===== src/rtl/contador_sincrono_crescente_4bits.sv =====
// 4-bit synchronous up counter (modulo 16) built as a chain of four
// T flip-flop stages sharing one clock. Stage i toggles when the count
// enable is high and every lower stage is already 1, so all carries
// resolve within a single edge. A synchronous clear overrides counting.
module contador_sincrono_crescente_4bits (
  input  logic       clk,
  input  logic       T,
  input  logic       clear,
  output logic [3:0] q
);

  // Per-stage toggle enables.
  // Each stage is enabled by the global enable ANDed with all lower bits.
  // Each enable is written out explicitly so no bit depends on another
  // bit of the same vector.
  logic [3:0] tgl;

  assign tgl[0] = T;
  assign tgl[1] = T & q[0];
  assign tgl[2] = T & (&q[1:0]);
  assign tgl[3] = T & (&q[2:0]);

  // T flip-flop bank.
  // Clear takes priority over toggling. Otherwise each bit flips when its
  // enable is set and holds when it is not.
  always_ff @(posedge clk) begin
    if (clear) begin
      q <= 4'b0000;
    end else begin
      q <= q ^ tgl;
    end
  end

endmodule


===== config.mk =====
export PLATFORM = sky130hd
export DESIGN_NAME = contador_sincrono_crescente_4bits
export DESIGN_NICKNAME = d
export VERILOG_FILES = /design/src/rtl/contador_sincrono_crescente_4bits.sv
export SDC_FILE = /design/constraint.sdc
export NUM_CORES = 1
export LEC_CHECK = 0
export CORE_AREA = 2 2 39 41
export CTS_CLUSTER_DIAMETER = 100
export DETAILED_ROUTE_END_ITERATION = 10
export DIE_AREA = 0 0 41 43
export PLACE_DENSITY = 0.35
export SYNTH_ARGS = -nofsm -noshare
export SYNTH_HDL_FRONTEND = slang
export SYNTH_SLANG_ARGS = --single-unit

===== constraint.sdc =====
create_clock -name clk -period 2.2 [get_ports clk]
set_input_delay 0.55 -clock clk [delete_from_list [all_inputs] [get_ports clk]]
set_output_delay 0.55 -clock clk [all_outputs]
set_load 0.02 [all_outputs]

==> summary.txt <==
Run status
  • Status: finished, final reports clean

Finish
  • NumNets Final: 31
  • Diodes inserted: 0
  • Share of layout cells above drive strength 1: 16.0%
  • Final core area utilization: 19.3%
  • Most flops, register: q
  • P&R area growth vs syn: 62.1%
  • # fillers: 159
  • Fin cells: 41
  • Largest register FFs: 4
  • Biggest regs: q: 4 flops

Floorplanning
  • I/O pin count: 7
  • Die area: 1760 um^2
  • Starting Density: 11.9%
  • Die width: 41 um
  • Area of the core: 1380 um^2
  • Die H: 43 um
  • Row count: 14

Clocking
  • Root Driver: clkbuf_4
  • Max clock buf depth: 2
  • Post-CTS setup buffers: 0
  • Post-cts sizing count: 0
  • Clock buffer count from CTS: 3
  • Clock Sinks: 4
  • Clock slew at reported path FFs: 0.04 ns
  • Hold buffers post-CTS: 0
  • Htree depth: 1
  • TritonCTS clock tree: yes
  • Clk Latency, worst-skew pair: 0.23 ns

Timing
  • Max frequency: 554 MHz
  • Final hold vios: 0
  • TNS Setup: 0 ns
  • Period utilisation layout: 82.1%
  • Time the worst path needs with I/O delays and setup: 1.81 ns
  • Max Slew Vio Count: 0
  • Worst rel slew slack: 85.4%
  • Final Skew: 0.00110 ns
  • Tightest Pin Transition: 0.218 ns
  • Final setup vio count: 0
  • Setup ws final: 0.394 ns
  • RSZ-0062 raised after global routing: false

Detailed routing
  • Initial DRC count: 0
  • DRT antenna net count: 0
  • Top layer in use: met3
  • Routed len/inst: 7.88 um
  • Vias/cell: 3.78
  • Met1 WL: 161 um
  • Routed met3 length: 52 um
  • DRT Pass-1 Iters: 1
  • WL met2: 109 um
  • Total wire length: 323 um
  • DRC viols: 0
  • Via count: 155

Global route
  • Vias in the first global route: 158
  • Global-route usage over all layers: 5.43%
  • Global-route wire length before repair: 600 um
  • GRT overflow: 0
  • Largest net degree at the start of global routing: 7
  • Initial antenna violation count: 0

Place
  • Placer Congestion: 0.617
  • Cells after DPL: 38
  • Number of buffers added on ports: 6
  • Pre-CTS WS: 0.579 ns

Worst setup path
  • R2R depth: 2
  • CP Launch Type: register
  • FF-to-FF Start: q[1]
  • WP depth: 1
  • Crit path max-delay family: buffers and inverters
  • Crit path DAT: 1.26 ns
  • Crit path max fanout: 4
  • Slowest CP cell: clkdlybuf4s50_1
  • CP cell instances: clkdlybuf4s50_1
  • CP Capture Type: primary output
  • Worst Setup Path Type: register to primary output
  • Origin of the worst setup path: q[1]
  • Max incr delay on CP: 0.63 ns
  • CP required: 1.65 ns
  • CP bufs+invs: 1

Logic synthesis
  • Mapped cell area: 165 um^2
  • #FFs+latches synth: 4
  • Syn nets: 20
  • Synth warnings: 0
  • Sequential area share after synthesis: 48.5%
  • Unique masters post-synth: 9
  • Synth Area per Inst: 10.3 um^2
  • Mapped Cells: 16

Power and ir drop
  • Leakage power: 0.104 nW
  • Maximum vdd ir drop: 0.325 mV
  • Overall power: 195 uW
  • Power density over cell area: 729 nW/um^2

Job
  • Max-Cap Viols: 0

Worst hold path
  • Worst min path class: register to register
  • Worst hold path depth: 2
  • Hold Crit Start: q[3]
-- logic make-up (layout without fill, tap and decap cells) --
family | count (synthesis) | after routing | share of synthesized area, %
fa+ha+maj | 1 | 1 | 7.57
flops | 4 | 4 | 48.5
xor+xnor | 1 | 1 | 5.30
mux | 2 | 2 | 13.6
buf+inv | 0 | 9 | 0
simple gates | 8 | 8 | 25.0
-- cell usage in the layout, fill, tap and decap left out, drive strengths merged --
cell type	Yosys	routed
mux2	2	2
clkdlybuf4s50	0	6
dfxtp	4	4
nor2b	3	3
xnor2	1	1
clkbuf	0	3
nor2	3	3
ha	1	1
nand4	1	1
nand3	1	1
-- path summary, 6_finish.rpt --
path           to  slack, ns
max          q[1]       0.39
min          q[3]       0.55
max reg2reg  q[3]       1.23
min reg2reg  q[3]       0.55
-- final cells by class --
class | instances | area, um^2 | area share, %
clock buffer | 3 | 22.5 | 8.41
tap | 16 | 20.0 | 7.48
multi-input combinational | 12 | 85.1 | 31.8
timing repair buffer | 6 | 60.1 | 22.4
sequential | 4 | 80.1 | 29.9
-- synthesized netlist by cell type, drive strengths merged --
cell type | number | area [um^2]
mux2 | 2 | 22.5
nand4 | 1 | 6.26
xnor2 | 1 | 8.76
nor2b | 3 | 18.8
nand3 | 1 | 5.00
dfxtp | 4 | 80.1
nor2 | 3 | 11.3
ha | 1 | 12.5
-- power breakdown --
part / internal (mW) / total [mW] / switching [mW]
combinational: 0.0142 / 0.0255 / 0.0113
sequential: 0.0769 / 0.0812 / 0.00424
clock: 0.0608 / 0.0885 / 0.0276
total: 0.152 / 0.195 / 0.0431
-- per-stage QoR --
step                      cell area [um^2]  hold WS, ns
final                                  268        0.546
after global routing                   268        0.599
after CTS                              268        0.557
after detailed placement               245        0.546
after global placement                 245        0.521
after floorplan                        165        0.604
-- routing by layer --
layer / vias up / global-route usage, %
met5: - / 0
met3: 0 / 6.28
met2: 9 / 6.56
met1: 71 / 5.81
li1: 75 / -
met4: 0 / 2.00
Power figures use the tool's default switching activity.
